### config.mk
export PLATFORM = sky130hd
export DESIGN_NAME = nn_input_loader
export DESIGN_NICKNAME = d
export VERILOG_FILES = /design/src/rtl/nn_input_loader.sv
export SDC_FILE = /design/constraint.sdc
export NUM_CORES = 1
export LEC_CHECK = 0
export CAP_MARGIN = 20
export CORE_MARGIN = 8
export CORE_UTILIZATION = 45
export CTS_CLUSTER_SIZE = 10
export DETAILED_ROUTE_END_ITERATION = 8
export DONT_BUFFER_PORTS = 1
export PLACE_DENSITY_LB_ADDON = 0.25
export SYNTH_ARGS = -nofsm -noshare
export SYNTH_HDL_FRONTEND = slang
export SYNTH_SLANG_ARGS = --single-unit
### constraint.sdc
create_clock -name clk -period 6.22 [get_ports clk]
set_input_delay 0.622 -clock clk [delete_from_list [all_inputs] [get_ports clk]]
set_output_delay 0.622 -clock clk [all_outputs]
set_load 0.1 [all_outputs]
### src/rtl/nn_input_loader.sv
// nn_input_loader: assembles N streamed features into a vector and issues it to
// the inference pipeline with a one-cycle start pulse, checking frame alignment.
module nn_input_loader #(
    parameter int WIDTH     = 16,
    parameter int N         = 16,
    parameter int WAIT_DONE = 1,
    parameter int ERRW      = 8
) (
    input  logic                           clk,
    input  logic                           reset,
    input  logic                           s_valid,
    output logic                           s_ready,
    input  logic signed [WIDTH-1:0]        s_data,
    input  logic                           s_last,
    output logic signed [N-1:0][WIDTH-1:0] vec_data,
    output logic                           vec_start,
    input  logic                           net_done,
    output logic                           busy,
    output logic                           frame_err,
    output logic [ERRW-1:0]                err_count
);
    localparam int CW = (N > 1) ? $clog2(N) : 1;
    localparam logic [CW-1:0] LAST_IDX = CW'(N - 1);

    logic [CW-1:0]           cnt;
    logic                    full;
    logic                    drop;
    logic                    inflight;
    logic [N-1:0][WIDTH-1:0] fill_buf;
    logic                    accept;
    logic                    at_last;
    logic                    issue;

    assign s_ready = !full;
    assign busy    = inflight;
    assign accept  = s_valid && !full;
    assign at_last = (cnt == LAST_IDX);
    // net_done frees the slot on the same edge it arrives, giving a zero-bubble hand-off
    assign issue   = full && ((WAIT_DONE == 0) || !inflight || net_done);

    always_ff @(posedge clk or negedge reset) begin
        if (!reset) begin
            cnt       <= '0;
            full      <= 1'b0;
            drop      <= 1'b0;
            inflight  <= 1'b0;
            vec_start <= 1'b0;
            frame_err <= 1'b0;
            err_count <= '0;
            vec_data  <= '0;
            fill_buf  <= '0;
        end else begin
            frame_err <= 1'b0;
            vec_start <= issue;
            if (issue) begin
                vec_data <= fill_buf;
                full     <= 1'b0;
                inflight <= (WAIT_DONE != 0);
            end else if (net_done) begin
                inflight <= 1'b0;
            end

            if (accept) begin
                if (drop) begin
                    if (s_last) drop <= 1'b0;
                end else if (!at_last && !s_last) begin
                    fill_buf[cnt] <= s_data;
                    cnt           <= cnt + 1'b1;
                end else if (at_last && s_last) begin
                    fill_buf[cnt] <= s_data;
                    full          <= 1'b1;
                    cnt           <= '0;
                end else begin
                    // early last discards the partial; missing last also skips to the next last
                    frame_err <= 1'b1;
                    cnt       <= '0;
                    drop      <= at_last;
                    if (err_count != '1) err_count <= err_count + 1'b1;
                end
            end
        end
    end
endmodule

; Yosys cells after proc, flatten, opt, wreduce, memory -nomap -nowiden
; Cells that the tools add are included.
[totals]
regBits = 529
latch_bits = 0
ramBits = 0
mem_bits_ro = 0
in_bits = 21
output_inout_bits = 268
elab_cells = 84
memories = 0
[classes]
add_sub_neg = 2
n_mul = 0
div = 0
order_cmp = 2
eq_ne = 2
n_shift = 0
muxes = 21
bitwise = 3
reduce_logical = 15
[op_table]
columns = cell, n
row1 = $mux W256, 2
row2 = $bwmux W256, 1
row3 = $demux W16 S4, 1
row4 = $mux W16, 1
row5 = $mux W1, 15
row6 = $add A8 B1 Y8 const B, 1
row7 = $ne A8 B8 Y1 const B, 1
row8 = $logic_and A1 B1 Y1, 5
row9 = $lt A4 B5 Y1 const B, 1
row10 = $reduce_and A5 Y1, 1
row11 = $add A4 B1 Y4 const B, 1
row12 = $eq A4 B4 Y1 const B, 1
row13 = $ge A4 B1 Y1 const B, 1
row14 = $logic_not A1 Y1, 4
row15 = $mux W4, 1
row16 = $reduce_bool A2 Y1, 2
row17 = $not A1 Y1, 3
row18 = $reduce_and A3 Y1, 1
row19 = $reduce_and A2 Y1, 1
row20 = $logic_or A1 B1 Y1, 1

; Logic depth before layout (Yosys ltp)
; Gate-level depths: netlist of run 1.
[depth]
word_depth = 8
ltp_mapped = 10
depth_no_buf = 7

; Worst setup path after synthesis of run 1
; OpenSTA, ideal clock, no wires.
[synth_timing]
kind = register -> register
from = reg cnt[0]
to = reg fill_buf[197] (netlist name)
setup_time_ns = 0.125
arrival_time_ns = 2.500
required_ns = 6.095
slack_ns = 3.595
stages_incl_launch_ff = 11
path_buffers = 3
synth_period_minus_slack_ns = 2.625
path_cell_list = dfrtp_1 ha_1 buf_2 nand3_1 inv_1 ha_1 nor4b_4 and4_2 buf_2 buf_4 mux2_2
[synth_via]
elab_chain_len = 7
elab_cells_between_ends = 14
classes_between = order compare: 2 / eq/ne: 1 / mux: 5 / reduce/logical: 6
[synth_lines]
columns = item, line
row1 = start: declaration, 25  ; logic [CW-1:0] cnt;
row2 = start signal: assignment, 68  ; cnt <= cnt + 1'b1;
row3 = $lt A4 B5 Y1 (not written as such) / $ge A4 B1 Y1 (equally long branches), "67, 70"
row4 = $logic_and A1 B1 Y1 (not written as such), "67, 70"
row5 = $mux W16 (not written as such), "67, 70"
row6 = $demux W16 S4, "67, 70"
row7 = $bwmux W256, "67, 70"
row8 = $mux W256, 69  ; end else if (at_last && s_last) begin
row9 = $mux W256, 66  ; end else if (!at_last && !s_last) begin
row10 = end signal: indexed assignment, 67  ; fill_buf[cnt] <= s_data;
row11 = end signal: indexed assignment, 70  ; fill_buf[cnt] <= s_data;
row12 = end: declaration, 29  ; logic [N-1:0][WIDTH-1:0] fill_buf;
; Parallel ways exist; a longest one is shown, timed or not. The select of a mux whose other input is x is not followed.
; A chain may end at the register's enable or synchronous reset.

; Final worst setup path of run 1
[layout_timing]
from = reg cnt[0]
to = reg fill_buf[92] (netlist name)
; Same word-level chain as after synthesis.

==> metrics, run 1 <==
Net Count, Synth 1223; Cells after DPL 1718; share of post-route cells with drive strength above 1 50.50%; critical path type flip-flop to flip-flop; Core Util, Final 49.84%; Worst setup SP type flip-flop; cell type with the largest total area after synthesis dfrtp_1; clock period minus worst slack 3600 ps; synth top area cells dfrtp_1 (66%), mux2_2 (29%), buf_2 (0.80%); die area 0.05161 mm²; status finished with violations; cell depth of the worst flop-to-flop path 7; Setup Buffers After CTS 0; Synth Flop Type dfrtp_1; clock tree sinks 529; Residual DRC 0; Peak Freq 277.8 MHz; final setup fails 0; Slew headroom 29.95%; sequential area share after synthesis 65.97%; Synth Register Bits 529; area grow syn2layout 9.583%; vias in the first global route 10390; Req. time, crit path 6690 ps; ys async rst share 100.0%; period utilization 57.87%; DR pass1 iterations 4; # port buffers 0; Hold Vio Cnt, Final 529; worst hold path type input port to asynchronous set/reset pin; Clock Skew 24.05 ps; clk root buf clkbuf_16; MaxCap Viol Count 0; CTS tree built; H-tree lvl count 2; VDD IR max 0.2950 mV; # diodes 0; routed len/inst 25.75 µm; die width 227.2 µm; via count 9656; CTS resizes 0; crit-path max FO 16; first-pass GRT wire length 69.41 mm; Core Rows 77; clk buf depth 3; Total Routing Usage GR 17.87%; gr ovfl total 0; Leak 11.02 nW; register clock-pin slew on the reported worst setup and hold paths 50 ps; io pins 289; yosys warns 0; Cells after Synth 1194; Post-synth EDFFs 0; Power Dens Cells 349.8 mW/mm²; die height 227.2 µm; count leader, synth dfrtp_1; Synth Cell Area 0.02007 mm²; syn avg cell area 16.81 µm²; CORE AREA 0.04412 mm²; Worst-Skew Late Latency 610 ps; post-route insts no fill 1786; final slew viol count 0; setup TNS 0 ps; Placer Congestion 0.7175; Crit. End Element flip-flop; Final #Nets 1216; Final ANT Viol Nets 0; DR iter-0 viols 585; largest net degree at the start of global routing 530; RSZ-0062 raised after global routing false; CTS Buf Count 59; Initial Util 45.48%; initial antenna violation count 0; Worst Tran Pin Value 1046 ps; Critical Path AT 4070 ps; failing checks negative hold slack; Synth top cells by count dfrtp_1 (529), mux2_2 (514), buf_2 (32); Yosys cell types 36; area share of the largest cell type after synthesis 65.97%; Final Hold Slack -273.5 ps; dpl hpwl 28.68 mm; Vias/cell 5.406; final wirelength 45.99 mm
## where the power goes
group          internal [W]  leakage (nW)  switching [W]  total [W]
registers           0.00386          7.20       0.000388    0.00425
logic              0.000332          3.04       0.000143   0.000475
clock network       0.00170         0.769        0.00127    0.00297
total               0.00590          11.0        0.00180    0.00769
## registers in the layout, summed over array words and instances, names as in the netlist
name,cells
fill_buf,256
vec_data,256
vec_start,1
frame_err,1
err_count,8
cnt,4
full,1
busy,1
drop,1
## through the flow
stage	hold WS [ps]	setup slack (ps)	cell area (µm²)	total power [W]
floorplan	326.4	3595	20070	0.004669
global placement	344.0	2705	20430	0.004743
detailed placement	346.0	2621	20430	0.004791
CTS	-312.7	2620	21990	0.007798
global route	-316.0	2364	21990	0.008031
finish	-273.5	2620	21990	0.007693
## per-layer routing
metal | track usage (%) | vias up | routed length, µm
met1 | 22.17 | 5193 | 18960
met3 | 6.982 | 71 | 4028
li1 | - | 4167 | -
met5 | 0 | - | 0
met4 | 5.091 | 0 | 1048
met2 | 28.93 | 225 | 21960
## cell families (layout without fill, tap and decap cells)
family	Yosys count	after routing	synth area share [%]
adder cells (fa/ha/maj)	8	8	0.4988
XOR/XNOR	5	5	0.2182
AO/OA/AOI/OAI	14	14	0.4676
AND/OR/NAND/NOR	44	44	1.783
buffers and inverters	80	80	2.220
multiplexers	514	514	28.84
flip-flops	529	529	65.97
## layout make-up
class | count | area, µm²
Inverter | 9 | 41.29
Timing Repair Buffer | 3 | 22.52
Clock buffer | 64 | 1526
Fill cell | 3710 | 22140
Sequential cell | 529 | 13240
Tap cell | 592 | 740.7
Clock inverter | 4 | 35.03
Multi-Input combinational cell | 585 | 6386
## placed cells by master (no fill, tap or decap), types with 2 or more instances in the layout
cell type and instances:
clkbuf_16 60, o21ai_0 5, dfrtp_1 529, buf_4 3, inv_1 8, nor2b_1 3, and3_1 4, nand2_1 4
ha_1 8, clkinv_2 2, nand3_2 8, xnor2_1 5, nand4_4 2, and4_2 2, mux2_2 514, clkbuf_1 3
and3_2 4, nand3_1 8, a31oi_1 2
## final timing paths
kind                               start            end  slack [ps]
setup / recovery                  cnt[0]   fill_buf[92]        2620
hold / removal                     reset   vec_data[23]        -270
setup reg to reg                  cnt[0]   fill_buf[92]        2620
hold reg to reg            fill_buf[182]  vec_data[182]         490
max in group asynchronous          reset  vec_data[196]        5830
min in group clk              s_data[10]  fill_buf[138]         170
## critical path, cell delays in order (launching register included)
cell and delay [ps]:
dfrtp_1 390, ha_1 380, nand3_1 150, inv_1 110, ha_1 260, nor4b_4 930
nand3_2 750, mux2_2 490
(Power assumes the default switching activity.)
==> run 2, diff against run 1 <==
Clock period 6.22 ns to 3.3 ns, I/O delays scaled along.
==> run 2 against run 1 <==
Against the previous run:
- the flow finishes with violations (negative hold slack, max-slew violations)
- register-to-register slack worse by 2300 ps
- sequential share of layout area down 1.1 points
- total power up 90%
- cell count up 2.4%
- critical path depth up 1
- hold slack worse by 280 ps
- first-iteration DRC count down 5.1%
- clock skew down 15 ps
- non-clock buffer count up 41
==> metrics, run 2 (synthesized netlist as in run 1, its figures left out) <==
status finished with violations; failing checks negative hold slack, max-slew violations; Placer Congestion 0.7165; final setup fails 0; area grow syn2layout 11.57%; clock period minus worst slack 2981 ps; # port buffers 0; DR iter-0 viols 555; Peak Freq 335.4 MHz; die height 227.2 µm; worst setup margin 318.9 ps; final instance area 0.02239 mm²; Post-CTS Hold Fix Bufs 18; Power Dens Cells 653.3 mW/mm²; CORE AREA 0.04412 mm²; initial antenna violation count 0; Worst setup SP type flip-flop; via count 9873; Residual DRC 0; period utilization 90.34%; clock tree sinks 529; commonest non-fill, non-tap cell in the layout dfrtp_1; commonest cells after routing, fill and taps aside dfrtp_1 (529), mux2_2 (514), clkbuf_16 (60); worst hold path type input port to asynchronous set/reset pin; critical path type flip-flop to flip-flop; CTS Buf Count 59; Placed Area 0.02062 mm²; FF-to-FF Start cnt[0]; Final #Nets 1257; routed len/inst 25.52 µm; Worst Tran Pin Value 1549 ps; first-pass GRT wire length 70.59 mm; MaxCap Viol Count 0; clk root buf clkbuf_16; DR pass1 iterations 4; die width 227.2 µm; Req. time, crit path 3770 ps; biggest regs fill_buf: 256 flops, vec_data: 256 flops, err_count: 8 flops; Core Rows 77; clk buf depth 3; vias in the first global route 10490; Hold Vio Cnt, Final 529; Worst-Skew Late Latency 590 ps; Critical Path AT 3450 ps; VDD IR max 0.5754 mV; # diodes 0; dpl hpwl 28.95 mm; Vias/cell 5.401; crit path from cnt[0]; RSZ-0062 raised after global routing false; die area 0.05161 mm²; Reg2Reg Setup Slack 320 ps; Clock Skew 8.947 ps; register clock-pin slew on the reported worst setup and hold paths 50 ps; Crit. End Element flip-flop; CTS tree built; H-tree lvl count 2; Pwr Total 0.01463 W; final slew viol count 79; Total Routing Usage GR 18.22%; largest net degree at the start of global routing 530; final wirelength 46.65 mm; Initial Util 45.48%; Final ANT Viol Nets 0; pre-CTS WS 317.3 ps; share of post-route cells with drive strength above 1 50.73%; gr ovfl total 0; crit-path max FO 16; Final Hold Slack -557.8 ps; Leak 11.22 nW; setup TNS 0 ps; Slew headroom -3.256%; io pins 289
[run 2: timing repair]
action,CTS,global route
gates resized for setup,0,0
buffers inserted,0,0
hold endpoints to repair,786,529
[run 2: power by group]
group	internal, W	total, W	switching (W)
Combinational	0.000690	0.00136	0.000669
Clock	0.00320	0.00557	0.00238
Sequential	0.00728	0.00769	0.000410
[run 2: layer usage]
metal | GRT usage (%) | share of wire (%) | wire, µm
met5 | 0 | 0 | 0
met4 | 4.408 | 1.7 | 790
met3 | 6.969 | 8.6 | 3996
met2 | 30.00 | 49 | 22760
met1 | 22.57 | 41 | 19100
[run 2: critical path, cell delays in order, from the launching register on]
cell,delay (ps)
dfrtp_1,380
ha_1,350
nand3_1,150
inv_1,110
ha_1,270
nor4b_4,280
buf_4,290
and4_2,620
mux2_2,390
[run 2: stage by stage]
step | instances | hold slack, ps | utilization [%]
after detailed placement | 1740 | 49.12 | 46.73
after global placement | 1740 | 48.83 | 46.73
final | 1828 | -557.8 | 50.74
after floorplan | 1194 | 34.41 | -
after global routing | 1828 | -607.2 | 50.74
after CTS | 1827 | -601.0 | 50.71
[run 2: area by class of cell]
type / instances / area (µm²)
Tap cell: 592 / 740.7
Inverter: 9 / 41.29
Sequential cell: 529 / 13240
Clock buffer: 65 / 1520
Multi-Input combinational cell: 585 / 6386
Clock inverter: 4 / 35.03
Timing Repair Buffer: 44 / 427.9
Fill cell: 3718 / 21740
[run 2: worst paths after layout]
check	to	cells past startpoint
max	fill_buf[231]	8
min	vec_data[26]	0
max reg2reg	fill_buf[231]	8
min reg2reg	vec_data[182]	1
max in group asynchronous	vec_data[244]	0
min in group clk	full	3
==> run 3, diff against run 2 <==
Settings changed: RECOVER_POWER set to 100.
==> run 3 against run 2 <==
Against the previous run:
- the flow finishes with violations (negative hold slack, max-capacitance violations, max-slew violations)
- setup slack improved by 19 ps
- cell area decreased by 0.62%
- sequential cell count unchanged
- maximum frequency increased by 0.63%
- die area unchanged
- non-clock buffer count unchanged
- critical path type unchanged
==> metrics, run 3 (synthesized netlist as in run 1, its figures left out) <==
commonest non-fill, non-tap cell in the layout dfrtp_1; Pwr Total 0.01459 W; Req. time, crit path 3770 ps; worst hold path type input port to asynchronous set/reset pin; Power Dens Cells 655.7 mW/mm²; MaxCap Viol Count 1; routed len/inst 25.55 µm; largest net degree at the start of global routing 530; Slew headroom -4.470%; CTS tree built; die area 0.05161 mm²; Worst Tran Pin Value 1567 ps; Cells after DPL 1740; Total Routing Usage GR 18.22%; # diodes 0; Leak 11.15 nW; vias in the first global route 10490; CP bufs+invs 3; Clock Skew 7.065 ps; gr ovfl total 0; Critical Path AT 3440 ps; clk root buf clkbuf_16; Peak Freq 337.6 MHz; H-tree lvl count 2; Final ANT Viol Nets 0; Crit. End Element flip-flop; io pins 289; commonest cells after routing, fill and taps aside dfrtp_1 (529), mux2_2 (514), clkbuf_16 (60); Worst setup SP type flip-flop; Slowest-stage cell, CP dfrtp_1; VDD IR max 0.5718 mV; final setup fails 0; Core Rows 77; period utilization 89.77%; die width 227.2 µm; crit-path max FO 16; biggest regs fill_buf: 256 flops, vec_data: 256 flops, err_count: 8 flops; final wirelength 46.71 mm; Fill cells 3738; CORE AREA 0.04412 mm²; clock tree sinks 529; initial antenna violation count 0; status finished with violations; share of post-route cells with drive strength above 1 48.87%; first-pass GRT wire length 70.59 mm; DR pass1 iterations 4; Vias/cell 5.409; via count 9887; Final #Nets 1257; CTS Buf Count 59; RSZ-0062 raised after global routing false; clk buf depth 3; register clock-pin slew on the reported worst setup and hold paths 50 ps; failing checks negative hold slack, max-capacitance violations, max-slew violations; Worst-Skew Late Latency 590 ps; Placer Congestion 0.7165; dpl hpwl 28.95 mm; Residual DRC 0; CP top delay family simple AND/OR/NAND/NOR gates; final slew viol count 58; post-route insts no fill 1828; Hold Vio Cnt, Final 529; critical path type flip-flop to flip-flop; Largest stage delay, worst path 400 ps; Final Hold Slack -558.1 ps; area grow syn2layout 10.89%; crit-path cells ha_1 -> nand3_1 -> inv_1 -> ha_1 -> nor4b_4 -> buf_4 -> nand3_1 -> clkbuf_2 -> mux2_2; setup TNS 0 ps; Setup Buffers After CTS 0; die height 227.2 µm; Initial Util 45.48%; DR iter-0 viols 538; CTS resizes 0; clock period minus worst slack 2962 ps; Post-CTS Hold Fix Bufs 18; # port buffers 0
==> run 3: cell count changes in the layout (fill, tap and decap cells not counted), moves of 2 or more <==
| cell | before | now |
|---|---|---|
| buf_4 | 23 | 2 |
| nand3_1 | 8 | 15 |
| clkbuf_1 | 5 | 19 |
| buf_12 | 4 | 2 |
| clkbuf_2 | 0 | 9 |
| nand3_2 | 8 | 1 |
==> run 3: worst paths after layout <==
| kind | from | to | slack, ps | cells after the start |
|---|---|---|---|---|
| worst max-delay path | cnt[0] | fill_buf[176] | 340 | 9 |
| worst min-delay path | reset | vec_data[26] | -560 | 0 |
| worst max register to register | cnt[0] | fill_buf[176] | 340 | 9 |
| worst min register to register | fill_buf[253] | vec_data[253] | 500 | 1 |
| max in group asynchronous | reset | fill_buf[196] | 3110 | 0 |
| min in group clk | net_done | busy | 40 | 2 |
==> run 3: cell type report <==
| cell class | instances | area, µm² | share of cell area (%) |
|---|---|---|---|
| clock buffer | 65 | 1520 | 6.832 |
| clock inverter | 4 | 35.03 | 0.1574 |
| inverter | 9 | 41.29 | 0.1856 |
| multi-input combinational | 585 | 6349 | 28.53 |
| sequential | 529 | 13240 | 59.49 |
| tap | 592 | 740.7 | 3.329 |
| timing repair buffer | 44 | 327.8 | 1.473 |
==> run 3: stage by stage <==
step / setup WS [ps] / instance area (µm²) / utilization, %
6_report: 337.7 / 22250 / 50.43
5_1_grt: 120.5 / 22250 / 50.43
4_1_cts: 305.6 / 22370 / 50.71
3_5_place_dp: 317.3 / 20620 / 46.73
3_3_place_gp: 362.7 / 20620 / 46.73
2_1_floorplan: 675.4 / 20070 / -
==> run 3: metal layers <==
metal	vias up	part of all wire [%]	GRT usage (%)
li1	4251	-	-
met1	5339	41	22.57
met2	234	49	30.00
met3	63	8.5	6.969
met4	0	1.8	4.408
met5	-	0	0
==> run 3: report_power, final <==
part / switching (W) / internal, W
clock network: 0.00238 / 0.00320
logic: 0.000665 / 0.000658
registers: 0.000409 / 0.00728
==> run 3: worst reg2reg max path, stage by stage, from the launching register on <==
cell      delay [ps]
dfrtp_1          400
ha_1             310
nand3_1          120
inv_1             80
ha_1             320
nor4b_4          280
buf_4            260
nand3_1          340
clkbuf_2         380
mux2_2           350
